<file path="config.mk">
export PLATFORM = sky130hd
export DESIGN_NAME = ahci_fis_data_framer_flat
export DESIGN_NICKNAME = d
export VERILOG_FILES = /design/src/rtl/ahci_fis_data_framer_if.sv /design/src/rtl/ahci_fis_data_framer.sv /design/src/flat_wrapper.sv
export SDC_FILE = /design/constraint.sdc
export NUM_CORES = 1
export LEC_CHECK = 0
export CAP_MARGIN = 20
export CORE_MARGIN = 5
export CORE_UTILIZATION = 44
export CTS_CLUSTER_DIAMETER = 50
export DETAILED_ROUTE_END_ITERATION = 16
export PLACE_DENSITY = 0.72
export SLEW_MARGIN = 10
export SYNTH_ARGS = -nofsm -noshare
export SYNTH_HDL_FRONTEND = slang
export SYNTH_SLANG_ARGS = --single-unit
</file>
<file path="constraint.sdc">
create_clock -name mclk -period 3.5 [get_ports mclk]
set_input_delay 0.875 -clock mclk [delete_from_list [all_inputs] [get_ports mclk]]
set_output_delay 0.875 -clock mclk [all_outputs]
set_load 0.03 [all_outputs]
</file>
<file path="src/rtl/ahci_fis_data_framer_if.sv">
// Command, read-DMA payload and link-layer signals of the SATA Data FIS framer.
interface ahci_fis_data_framer_if #(
    parameter int DW_CNT_BITS = 20
);
    logic                   start;
    logic [DW_CNT_BITS-1:0] dw_cnt;
    logic [3:0]             pm_port;
    logic                   abort;
    logic                   busy;
    logic                   done;
    logic                   err;
    logic [31:0]            din;
    logic                   din_vld;
    logic                   din_re;
    logic [31:0]            dout;
    logic                   dout_vld;
    logic                   dout_hdr;
    logic                   dout_last;
    logic                   dout_re;
    logic                   fis_ack;
    logic                   fis_nak;

    // Framer side.
    modport master (
        input  start, dw_cnt, pm_port, abort,
        input  din, din_vld,
        input  dout_re, fis_ack, fis_nak,
        output busy, done, err, din_re,
        output dout, dout_vld, dout_hdr, dout_last
    );

    // Command layer, read-DMA FIFO and link layer side.
    modport slave (
        output start, dw_cnt, pm_port, abort,
        output din, din_vld,
        output dout_re, fis_ack, fis_nak,
        input  busy, done, err, din_re,
        input  dout, dout_vld, dout_hdr, dout_last
    );
endinterface

</file>
<file path="src/rtl/ahci_fis_data_framer.sv">
// Splits a command's DWORD stream into header-prefixed SATA Data FISes, waiting for R_OK/R_ERR per FIS.
// Header 2 cycles after start, payload 1 cycle din->dout; single output register stalls din while dout_re=0.
module ahci_fis_data_framer #(
    parameter int MAX_FIS_DW  = 2048,
    parameter int DW_CNT_BITS = 20
) (
    input  logic                   mclk,
    input  logic                   mrst_n,
    ahci_fis_data_framer_if.master bus
);
    localparam int FCNT_BITS = $clog2(MAX_FIS_DW) + 1;
    localparam int REM_BITS  = DW_CNT_BITS + 1;

    localparam logic [REM_BITS-1:0]  MAX_REM       = REM_BITS'(MAX_FIS_DW);
    localparam logic [FCNT_BITS-1:0] MAX_FCNT      = FCNT_BITS'(MAX_FIS_DW);
    localparam logic [FCNT_BITS-1:0] FCNT_ONE      = FCNT_BITS'(1);
    localparam logic [REM_BITS-1:0]  REM_ONE       = REM_BITS'(1);
    localparam logic [7:0]           FIS_TYPE_DATA = 8'h46;

    typedef enum logic [1:0] {
        IDLE     = 2'd0,
        HDR      = 2'd1,
        DATA     = 2'd2,
        WAIT_ACK = 2'd3
    } state_t;

    typedef struct packed {
        logic [15:0] rsvd_hi;
        logic [3:0]  rsvd_lo;
        logic [3:0]  pm_port;
        logic [7:0]  fis_type;
    } hdr_t;

    state_t                 state_q, state_d;
    logic [REM_BITS-1:0]    rem_q, rem_d;
    logic [FCNT_BITS-1:0]   fcnt_q, fcnt_d;
    logic [3:0]             pm_q, pm_d;
    logic [31:0]            dout_q, dout_d;
    logic                   dout_vld_q, dout_vld_d;
    logic                   dout_hdr_q, dout_hdr_d;
    logic                   dout_last_q, dout_last_d;
    logic                   busy_q, busy_d;
    logic                   done_q, done_d;
    logic                   err_q, err_d;

    logic                   din_re;
    logic                   out_free;
    hdr_t                   hdr_w;

    always_ff @(posedge mclk or negedge mrst_n) begin
        if (!mrst_n) begin
            state_q <= IDLE;
        end else begin
            state_q <= state_d;
        end
    end

    always_ff @(posedge mclk or negedge mrst_n) begin
        if (!mrst_n) begin
            rem_q       <= '0;
            fcnt_q      <= '0;
            pm_q        <= '0;
            dout_q      <= '0;
            dout_vld_q  <= 1'b0;
            dout_hdr_q  <= 1'b0;
            dout_last_q <= 1'b0;
            busy_q      <= 1'b0;
            done_q      <= 1'b0;
            err_q       <= 1'b0;
        end else begin
            rem_q       <= rem_d;
            fcnt_q      <= fcnt_d;
            pm_q        <= pm_d;
            dout_q      <= dout_d;
            dout_vld_q  <= dout_vld_d;
            dout_hdr_q  <= dout_hdr_d;
            dout_last_q <= dout_last_d;
            busy_q      <= busy_d;
            done_q      <= done_d;
            err_q       <= err_d;
        end
    end

    always_comb begin
        state_d     = state_q;
        rem_d       = rem_q;
        fcnt_d      = fcnt_q;
        pm_d        = pm_q;
        dout_d      = dout_q;
        dout_vld_d  = dout_vld_q;
        dout_hdr_d  = dout_hdr_q;
        dout_last_d = dout_last_q;
        busy_d      = busy_q;
        done_d      = 1'b0;
        err_d       = err_q;
        din_re      = 1'b0;

        hdr_w          = '0;
        hdr_w.pm_port  = pm_q;
        hdr_w.fis_type = FIS_TYPE_DATA;

        // The output register can take a new DWORD if empty or draining this cycle.
        out_free = !dout_vld_q || bus.dout_re;

        if (dout_vld_q && bus.dout_re) begin
            dout_vld_d = 1'b0;
        end

        case (state_q)
            IDLE: begin
                if (bus.start) begin
                    rem_d   = REM_BITS'(bus.dw_cnt) + REM_ONE;
                    pm_d    = bus.pm_port;
                    busy_d  = 1'b1;
                    err_d   = 1'b0;
                    state_d = HDR;
                end
            end
            HDR: begin
                if (out_free) begin
                    dout_d      = hdr_w;
                    dout_vld_d  = 1'b1;
                    dout_hdr_d  = 1'b1;
                    dout_last_d = 1'b0;
                    fcnt_d      = (rem_q >= MAX_REM) ? MAX_FCNT : rem_q[FCNT_BITS-1:0];
                    state_d     = DATA;
                end
            end
            DATA: begin
                din_re = bus.din_vld && out_free;
                if (din_re) begin
                    dout_d      = bus.din;
                    dout_vld_d  = 1'b1;
                    dout_hdr_d  = 1'b0;
                    dout_last_d = (fcnt_q == FCNT_ONE);
                    fcnt_d      = fcnt_q - FCNT_ONE;
                    rem_d       = rem_q - REM_ONE;
                    if (fcnt_q == FCNT_ONE) begin
                        state_d = WAIT_ACK;
                    end
                end
            end
            WAIT_ACK: begin
                // The link only reports a result once it has taken the final DWORD.
                if (!dout_vld_q) begin
                    if (bus.fis_nak) begin
                        done_d  = 1'b1;
                        err_d   = 1'b1;
                        busy_d  = 1'b0;
                        state_d = IDLE;
                    end else if (bus.fis_ack) begin
                        if (rem_q == '0) begin
                            done_d  = 1'b1;
                            err_d   = 1'b0;
                            busy_d  = 1'b0;
                            state_d = IDLE;
                        end else begin
                            state_d = HDR;
                        end
                    end
                end
            end
            default: begin
                state_d = IDLE;
            end
        endcase

        if (bus.abort && (state_q != IDLE)) begin
            state_d    = IDLE;
            dout_vld_d = 1'b0;
            done_d     = 1'b1;
            err_d      = 1'b1;
            busy_d     = 1'b0;
        end
    end

    assign bus.din_re    = din_re;
    assign bus.dout      = dout_q;
    assign bus.dout_vld  = dout_vld_q;
    assign bus.dout_hdr  = dout_hdr_q;
    assign bus.dout_last = dout_last_q;
    assign bus.busy      = busy_q;
    assign bus.done      = done_q;
    assign bus.err       = err_q;
endmodule

</file>
<file path="src/flat_wrapper.sv">
// flat-port wrapper written by rule: the top's interface ports become plain ports
module ahci_fis_data_framer_flat 
#(
    parameter int MAX_FIS_DW  = 2048,
    parameter int DW_CNT_BITS = 20
)
  (mclk, mrst_n, bus_start, bus_dw_cnt, bus_pm_port, bus_abort, bus_din, bus_din_vld, bus_dout_re, bus_fis_ack, bus_fis_nak, bus_busy, bus_done, bus_err, bus_din_re, bus_dout, bus_dout_vld, bus_dout_hdr, bus_dout_last);
  ahci_fis_data_framer_if #(.DW_CNT_BITS(DW_CNT_BITS)) bus_i ();
  input  logic mclk;
  input  logic mrst_n;
  input wire logic [$bits(bus_i.start)-1:0] bus_start;
  input wire logic [$bits(bus_i.dw_cnt)-1:0] bus_dw_cnt;
  input wire logic [$bits(bus_i.pm_port)-1:0] bus_pm_port;
  input wire logic [$bits(bus_i.abort)-1:0] bus_abort;
  input wire logic [$bits(bus_i.din)-1:0] bus_din;
  input wire logic [$bits(bus_i.din_vld)-1:0] bus_din_vld;
  input wire logic [$bits(bus_i.dout_re)-1:0] bus_dout_re;
  input wire logic [$bits(bus_i.fis_ack)-1:0] bus_fis_ack;
  input wire logic [$bits(bus_i.fis_nak)-1:0] bus_fis_nak;
  output wire logic [$bits(bus_i.busy)-1:0] bus_busy;
  output wire logic [$bits(bus_i.done)-1:0] bus_done;
  output wire logic [$bits(bus_i.err)-1:0] bus_err;
  output wire logic [$bits(bus_i.din_re)-1:0] bus_din_re;
  output wire logic [$bits(bus_i.dout)-1:0] bus_dout;
  output wire logic [$bits(bus_i.dout_vld)-1:0] bus_dout_vld;
  output wire logic [$bits(bus_i.dout_hdr)-1:0] bus_dout_hdr;
  output wire logic [$bits(bus_i.dout_last)-1:0] bus_dout_last;
  assign bus_i.start = bus_start;
  assign bus_i.dw_cnt = bus_dw_cnt;
  assign bus_i.pm_port = bus_pm_port;
  assign bus_i.abort = bus_abort;
  assign bus_i.din = bus_din;
  assign bus_i.din_vld = bus_din_vld;
  assign bus_i.dout_re = bus_dout_re;
  assign bus_i.fis_ack = bus_fis_ack;
  assign bus_i.fis_nak = bus_fis_nak;
  assign bus_busy = bus_i.busy;
  assign bus_done = bus_i.done;
  assign bus_err = bus_i.err;
  assign bus_din_re = bus_i.din_re;
  assign bus_dout = bus_i.dout;
  assign bus_dout_vld = bus_i.dout_vld;
  assign bus_dout_hdr = bus_i.dout_hdr;
  assign bus_dout_last = bus_i.dout_last;
  ahci_fis_data_framer #(.MAX_FIS_DW(MAX_FIS_DW), .DW_CNT_BITS(DW_CNT_BITS)) u_core (.mclk(mclk), .mrst_n(mrst_n), .bus(bus_i));
endmodule
</file>
==> results of run 1 <==
layer usage:
metal / global-route usage, % / vias up / part of all wire (%)
met1: 27.4 / 2040 / 46
met3: 3.94 / 21 / 5.4
met2: 32.9 / 165 / 47
li1: - / 2037 / -
met4: 6.24 / 0 / 1.7
met5: 0 / - / 0
metrics by stage:
stage / worst slack [ps] / instances / utilization (%)
after detailed placement: 325 / 730 / 57.3
after global placement: 362 / 730 / 57.3
final: 310 / 747 / 59.9
after global routing: 230 / 747 / 59.9
after floorplan: 1160 / 510 / -
after CTS: 312 / 746 / 59.6
sequential cells by signal (all words and copies together), names as in the netlist:
signal,flops
u_core.bus.busy,1
u_core.bus.done,1
u_core.bus.dout,32
u_core.bus.dout_hdr,1
u_core.bus.dout_last,1
u_core.bus.dout_vld,1
u_core.bus.err,1
u_core.fcnt_q,12
u_core.pm_q,4
u_core.rem_q,21
u_core.state_q,2
cells in the final DEF, fill, tap and decap left out, types with 4 or more instances in the layout:
master	instances
o21ai_0	26
nor2_1	28
o21bai_1	4
a22oi_1	7
clkbuf_8	9
inv_1	14
nand4_1	7
buf_4	12
a21oi_1	23
and2_1	4
o21a_1	6
a211oi_1	5
dfrtp_1	77
or3_1	10
nand2_1	94
ha_1	8
clkdlybuf4s50_1	101
xnor2_1	11
a221o_1	4
o22ai_1	4
nor4_1	8
nor3_1	8
mux2_2	6
nand2b_1	9
nand3_1	46
mux2i_1	9
o31a_1	4
cell families (layout without fill, tap and decap cells):
group,Yosys count,in the layout,share of synthesized area (%)
DFF,77,77,43.2
and+or+nand+nor,238,238,26.5
AOI/OAI and AO/OA,117,117,17.9
xor gates and xnor gates,14,14,2.75
buffers and inverters,40,144,3.62
muxes,15,15,3.54
adders and majority gates,9,9,2.53
worst min-delay path by stage:
stage | startpoint | end | slack [ps] | cells past startpoint
floorplan | u_core.pm_q[0]$_DFFE_PN0P_ | u_core.pm_q[0]$_DFFE_PN0P_ | 480 | 1
global placement | u_core.bus.dout[6]$_DFFE_PN0P_ | u_core.bus.dout[6]$_DFFE_PN0P_ | 450 | 2
detailed placement | u_core.bus.dout[3]$_DFFE_PN0P_ | u_core.bus.dout[3]$_DFFE_PN0P_ | 460 | 2
CTS | u_core.bus.dout[3]$_DFFE_PN0P_ | u_core.bus.dout[3]$_DFFE_PN0P_ | 470 | 2
global route | mrst_n | u_core.bus.dout[7]$_DFFE_PN0P_ | 460 | 1
finish | mrst_n | u_core.bus.dout[7]$_DFFE_PN0P_ | 440 | 1
layout make-up:
cell class	instances	area, um^2
Sequential cell	77	1930
Inverter	14	52.6
Clock inverter	6	95.1
Fill cell	911	3940
Clock buffer	10	128
Tap cell	133	166
Multi-Input combinational cell	393	2380
Timing Repair Buffer	114	1130
power by group through the flow:
| stage | clock, uW | sequential [uW] | combinational (uW) |
|---|---|---|---|
| finish | 764 | 1660 | 2960 |
| global route | 811 | 1720 | 3260 |
| CTS | 779 | 1660 | 2970 |
| detailed placement | 0 | 1670 | 2960 |
| global placement | 0 | 1650 | 2880 |
| floorplan | 0 | 2000 | 1550 |
critical path, stage by stage:
cell and delay [ps]:
clkdlybuf4s50_1 410, nor2b_1 330, nor2_1 100, clkdlybuf4s50_1 610
==> metrics.md, run 1 <==
| Metric | Value |
|---|---|
| Status | complete, no violations |
| Detail Placement HPWL | 8790 um |
| Crit. Startpoint | bus_dout_re |
| Vias/cell | between 5 and 6 |
| Final Cell Area | 0.00588 mm^2 |
| Reg-to-reg slack, setup | 920 ps |
| GR Util All Layers | about a fifth |
| Routed Antenna Nets | 0 |
| Yosys warns | 0 |
| Async set or reset register ratio after synthesis | 100% |
| Hold Path Class | input pin to asynchronous set/reset pin |
| Post-layout min period | 3190 ps |
| Initial Utilization | 45.4% |
| Worst-Margin Slew | between 700 and 800 ps |
| # rows | 36 |
| Crit path to | bus_din_re |
| Crit end category | output pin |
| IO buf count | between 100 and 150 |
| Sequential area share after synthesis | 43.2% |
| Clk pwr share | between 10 and 15% |
| Ant diodes | 0 |
| Largest net degree at the start of global routing | 78 |
| Number of global-route vias before repair | 4315 |
| Nets | 682 |
| Biggest area consumer among synthesized cells | dfrtp_1 |
| Clock Sinks | 77 |
| Setup_tns | 0 ps |
| Switch share | between 40% and 50% |
| Worst R2R Start | u_core.state_q[0]$_DFFE_PN0P_ |
| Postcts setup bufs | 0 |
| Crit path DAT | 2310 ps |
| PnR Total Power | 5390 uW |
| Lkg Pwr | around 0.0024 uW |
| Fmax | between 300 and 400 MHz |
| CTS tree | done |
| Die W | 111 um |
| Count of cell types in the netlist | a little over 60 |
| Die Y | about 110 um |
| Final Wtd Congestion | 0.857 |
| Flops & latches, synth | between 70 and 80 |
| Mean Syn Cell Area | 8.74 um^2 |
| Max_cap viols | 0 |
| Wire per inst | 16.5 um |
| Clock Tree Root | clkbuf_8 |
| Yosys top cell area share | about 43% |
| Psw | approximately 2500 uW |
| Remaining DRCs | 0 |
| Netlist Area Pre-Place | 0.00446 mm^2 |
| Layout cells sized above 1 | around 7.5% |
| Tcrit/Tclk final | 91.1% |
| Crit path launch type | input pin |
| H-tree depth | 3 |
| Worst-path fanout max | 6 |
| Worst Path Required | ~2600 ps |
| Layout area overhead | 31.9% |
| Cts hold-fix bufs | 0 |
| Synth top area cells | dfrtp_1 (43%), nand2_1 (7.9%), nand3_1 (5.2%) |
| Sequential Power Share | 30.9% |
| Count leader, synth | nand2_1 |
| PostCTS Resize Cnt | 0 |
| TritonRoute pass-1 iters | 5 |
| Int Pwr | 2890 uW |
| Clock Skews | 7.58 ps |
| Post-synth EDFFs | 0 |
| Setup violations, final | 0 |
| DR iter-0 viols | ~370 |
| CTS clk-pin slew, worst paths | 80 ps |
| Critical setup path kind | input pin to output pin |
| Hold Vio Cnt, Final | 0 |
| Via count | 4263 |
| Final WL | roughly 12000 um |
| Hold slack | 438 ps |
| Global-route wire length before repair | around 21000 um |
| Syn_nets | 583 |
| Clock Tree Buf Depth | 2 |
| I/O pins | 103 |
| Logic pwr share | 55.0% |
| Antenna violations before repair | 0 |
| Aggregate global routing overflow | 0 |
| Worst reg2reg path depth | 7 |
| Post-Syn Instances | 510 |
| Slew HR | 52.7% |
| Unrepaired setup endpoints after global routing | false |
| Cell Area, Placed | roughly 0.0056 mm^2 |
| Main flop type after synthesis | dfrtp_1 |
| Synth top cells by count | nand2_1 (94), dfrtp_1 (77), nand3_1 (46) |
| Worst skew pair latency | 350 ps |
| Num CTS Buffers | 9 |
| Max IR drop VDD | 665 uV |
| Power per cell area | just over 900 mW/mm^2 |
| Core ar. | 0.00982 mm^2 |
| Worst reg2reg endpoint | u_core.bus.dout[9]$_DFFE_PN0P_ |
| Die ar. | 0.0122 mm^2 |
| Fin. max-slew vios | 0 |
Power figures use the tool's default switching activity.
==> run 2, diff against run 1 <==
--- a/config.mk
+++ b/config.mk
@@ -5,6 +5,7 @@
 export SDC_FILE = /design/constraint.sdc
 export NUM_CORES = 1
 export LEC_CHECK = 0
+export ABC_CLOCK_PERIOD_IN_PS = 3500
 export CAP_MARGIN = 20
 export CORE_MARGIN = 5
 export CORE_UTILIZATION = 44
==> results of run 2 <==
Final layout, timing and power as in run 1 (identical DEF).
==> run 3, diff against run 2 <==
--- a/config.mk
+++ b/config.mk
@@ -7,6 +7,7 @@
 export LEC_CHECK = 0
 export ABC_CLOCK_PERIOD_IN_PS = 3500
 export CAP_MARGIN = 20
+export CORE_ASPECT_RATIO = 0.7
 export CORE_MARGIN = 5
 export CORE_UTILIZATION = 44
 export CTS_CLUSTER_DIAMETER = 50
==> run 3 against run 2 <==
- setup slack got worse by 17 ps
- routed wire length decreased by 0.33%
- critical path depth increased by 1
- largest power group unchanged
- critical endpoint unchanged
- critical path type is now flop to output pin
- clock skew increased by 1.1 ps
- final cell count decreased by 0.67%
- flip-flop and latch count unchanged
==> metrics.md, run 3 (synthesis gave the netlist of run 1 again) <==
| Metric | Value |
|---|---|
| Status | complete, no violations |
| Fmax | a little over 300 MHz |
| Num CTS Buffers | 9 |
| Clock Sinks | 77 |
| Die ar. | roughly 0.012 mm^2 |
| Final Cell Area | 0.00596 mm^2 |
| Post-route setup slack | 293 ps |
| Global-route wire length before repair | 19900 um |
| Tcrit/Tclk final | approximately 92% |
| Worst skew pair latency | approximately 330 ps |
| CTS clk-pin slew, worst paths | ~60 ps |
| Max reg flops | 32 |
| Largest net degree at the start of global routing | 78 |
| Commonest non-fill, non-tap cell in the layout | clkdlybuf4s50_1 |
| Max stage delay cell, worst path | clkdlybuf4s50_1 |
| Final Wtd Congestion | 0.830 |
| Vias/cell | 5.65 |
| I/O pins | 103 |
| Cell Area, Placed | 0.00563 mm^2 |
| GR Util All Layers | 20.2% |
| Crit path DAT | about 2300 ps |
| Setup violations, final | 0 |
| Unrepaired setup endpoints after global routing | false |
| PostCTS Resize Cnt | 0 |
| Die Y | 94.2 um |
| Critical setup path kind | flop to output pin |
| Most frequent cells in the layout | clkdlybuf4s50_1 (101), nand2_1 (94), dfrtp_1 (77) |
| Lkg Pwr | 0.00248 uW |
| CP Cell Sequence | inv_1, ha_2, nand2_1, nor2_1, clkdlybuf4s50_1 |
| Remaining DRCs | 0 |
| Worst Path Required | 2620 ps |
| H-tree depth | 3 |
| Clock Tree Buf Depth | 2 |
| Crit end category | output pin |
| Wire per inst | roughly 17 um |
| Aggregate global routing overflow | 0 |
| Setup_tns | 0 ps |
| Worst-Margin Slew | 546 ps |
| Layout cells sized above 1 | 7.49% |
| Power per cell area | 937 mW/mm^2 |
| Antenna violations before repair | 0 |
| Core ar. | about 0.0098 mm^2 |
| Clock Tree Root | clkbuf_16 |
| Crit path launch type | flop |
| Hold Vio Cnt, Final | 0 |
| Detail Placement HPWL | 8920 um |
| Final WL | 12300 um |
| CTS tree | done |
| Clock Skews | 8.65 ps |
| Nets | 682 |
| Initial Utilization | 45.5% |
| Max IR drop VDD | 415 uV |
| Ant diodes | 0 |
| Post-layout min period | approximately 3200 ps |
| Number of global-route vias before repair | ~4000 |
| Die W | between 100 and 150 um |
| DP Worst Slack | 344 ps |
| DR iter-0 viols | 347 |
| Hold slack | between 400 and 500 ps |
| Layout area overhead | 33.9% |
| Via count | 4192 |
| # rows | 30 |
| TritonRoute pass-1 iters | 6 |
| Hold Path Class | input pin to asynchronous set/reset pin |
| Worst-path fanout max | 20 |
| Cts hold-fix bufs | 0 |
| Max_cap viols | 0 |
| Postcts setup bufs | 0 |
| IO buf count | 102 |
| Filler Cells Inserted | ~860 |
| Routed Antenna Nets | 0 |
| Fin. max-slew vios | 0 |
| Slew HR | 63.3% |
| CP max stage delay | 680 ps |
## run 3: cell count changes in the layout (fill, tap and decap cells not counted), sizes merged
| cell | delta |
|---|---|
| clkbuf | +1 |
| clkinvlp | -1 |
| inv | -2 |
| clkinv | +3 |
| bufinv | -1 |
## run 3: critical path: cells and delay by family (launching register included)
kind / cells / cell delay [ps]
buffers and inverters: 2 / 790
flip-flops: 1 / 440
adder cells (fa/ha/maj): 1 / 470
AND/OR/NAND/NOR: 2 / 300
## run 3: final cells by class
class / count / area [um^2] / area share (%)
well taps: 128 / 160 / 2.69
clock inverters: 5 / 60.1 / 1.01
repair buffers: 114 / 1140 / 19.1
multi-input cells: 393 / 2380 / 39.9
inverters: 14 / 52.6 / 0.881
clock buffers: 11 / 243 / 4.07
flip-flops and latches: 77 / 1930 / 32.3
## run 3: metrics by stage
step,utilization (%),power (uW),std cells
global route,60.9,5990,742
floorplan,-,3550,510
CTS,60.6,5620,741
detailed placement,57.5,4660,725
global placement,57.5,4570,725
finish,60.9,5590,742
## run 3: final timing paths
kind | startpoint | endpoint | slack [ps] | cells after the start
worst min register to register | u_core.bus.dout[12]$_DFFE_PN0P_ | u_core.bus.dout[12]$_DFFE_PN0P_ | 470 | 2
worst max register to register | u_core.state_q[0]$_DFFE_PN0P_ | u_core.bus.dout[15]$_DFFE_PN0P_ | 1010 | 8
worst max-delay path | u_core.state_q[0]$_DFFE_PN0P_ | bus_din_re | 290 | 5
max in group asynchronous | mrst_n | u_core.bus.dout[1]$_DFFE_PN0P_ | 2450 | 2
worst min-delay path | mrst_n | u_core.bus.dout_vld$_DFF_PN0_ | 470 | 1
min in group mclk | u_core.bus.dout[12]$_DFFE_PN0P_ | u_core.bus.dout[12]$_DFFE_PN0P_ | 470 | 2
## run 3: metal layers
| metal | vias up | GRT usage [%] | wire, um |
|---|---|---|---|
| li1 | 2046 | - | - |
| met1 | 1985 | 29.7 | 5870 |
| met2 | 149 | 30.1 | 5450 |
| met3 | 12 | 4.66 | 847 |
| met4 | 0 | 4.41 | 91 |
| met5 | - | 0 | 0 |
## run 3: where the power goes
group	switching [uW]	total [uW]	internal [uW]
Clock	359	931	573
Sequential	369	1670	1300
Combinational	1770	2980	1210
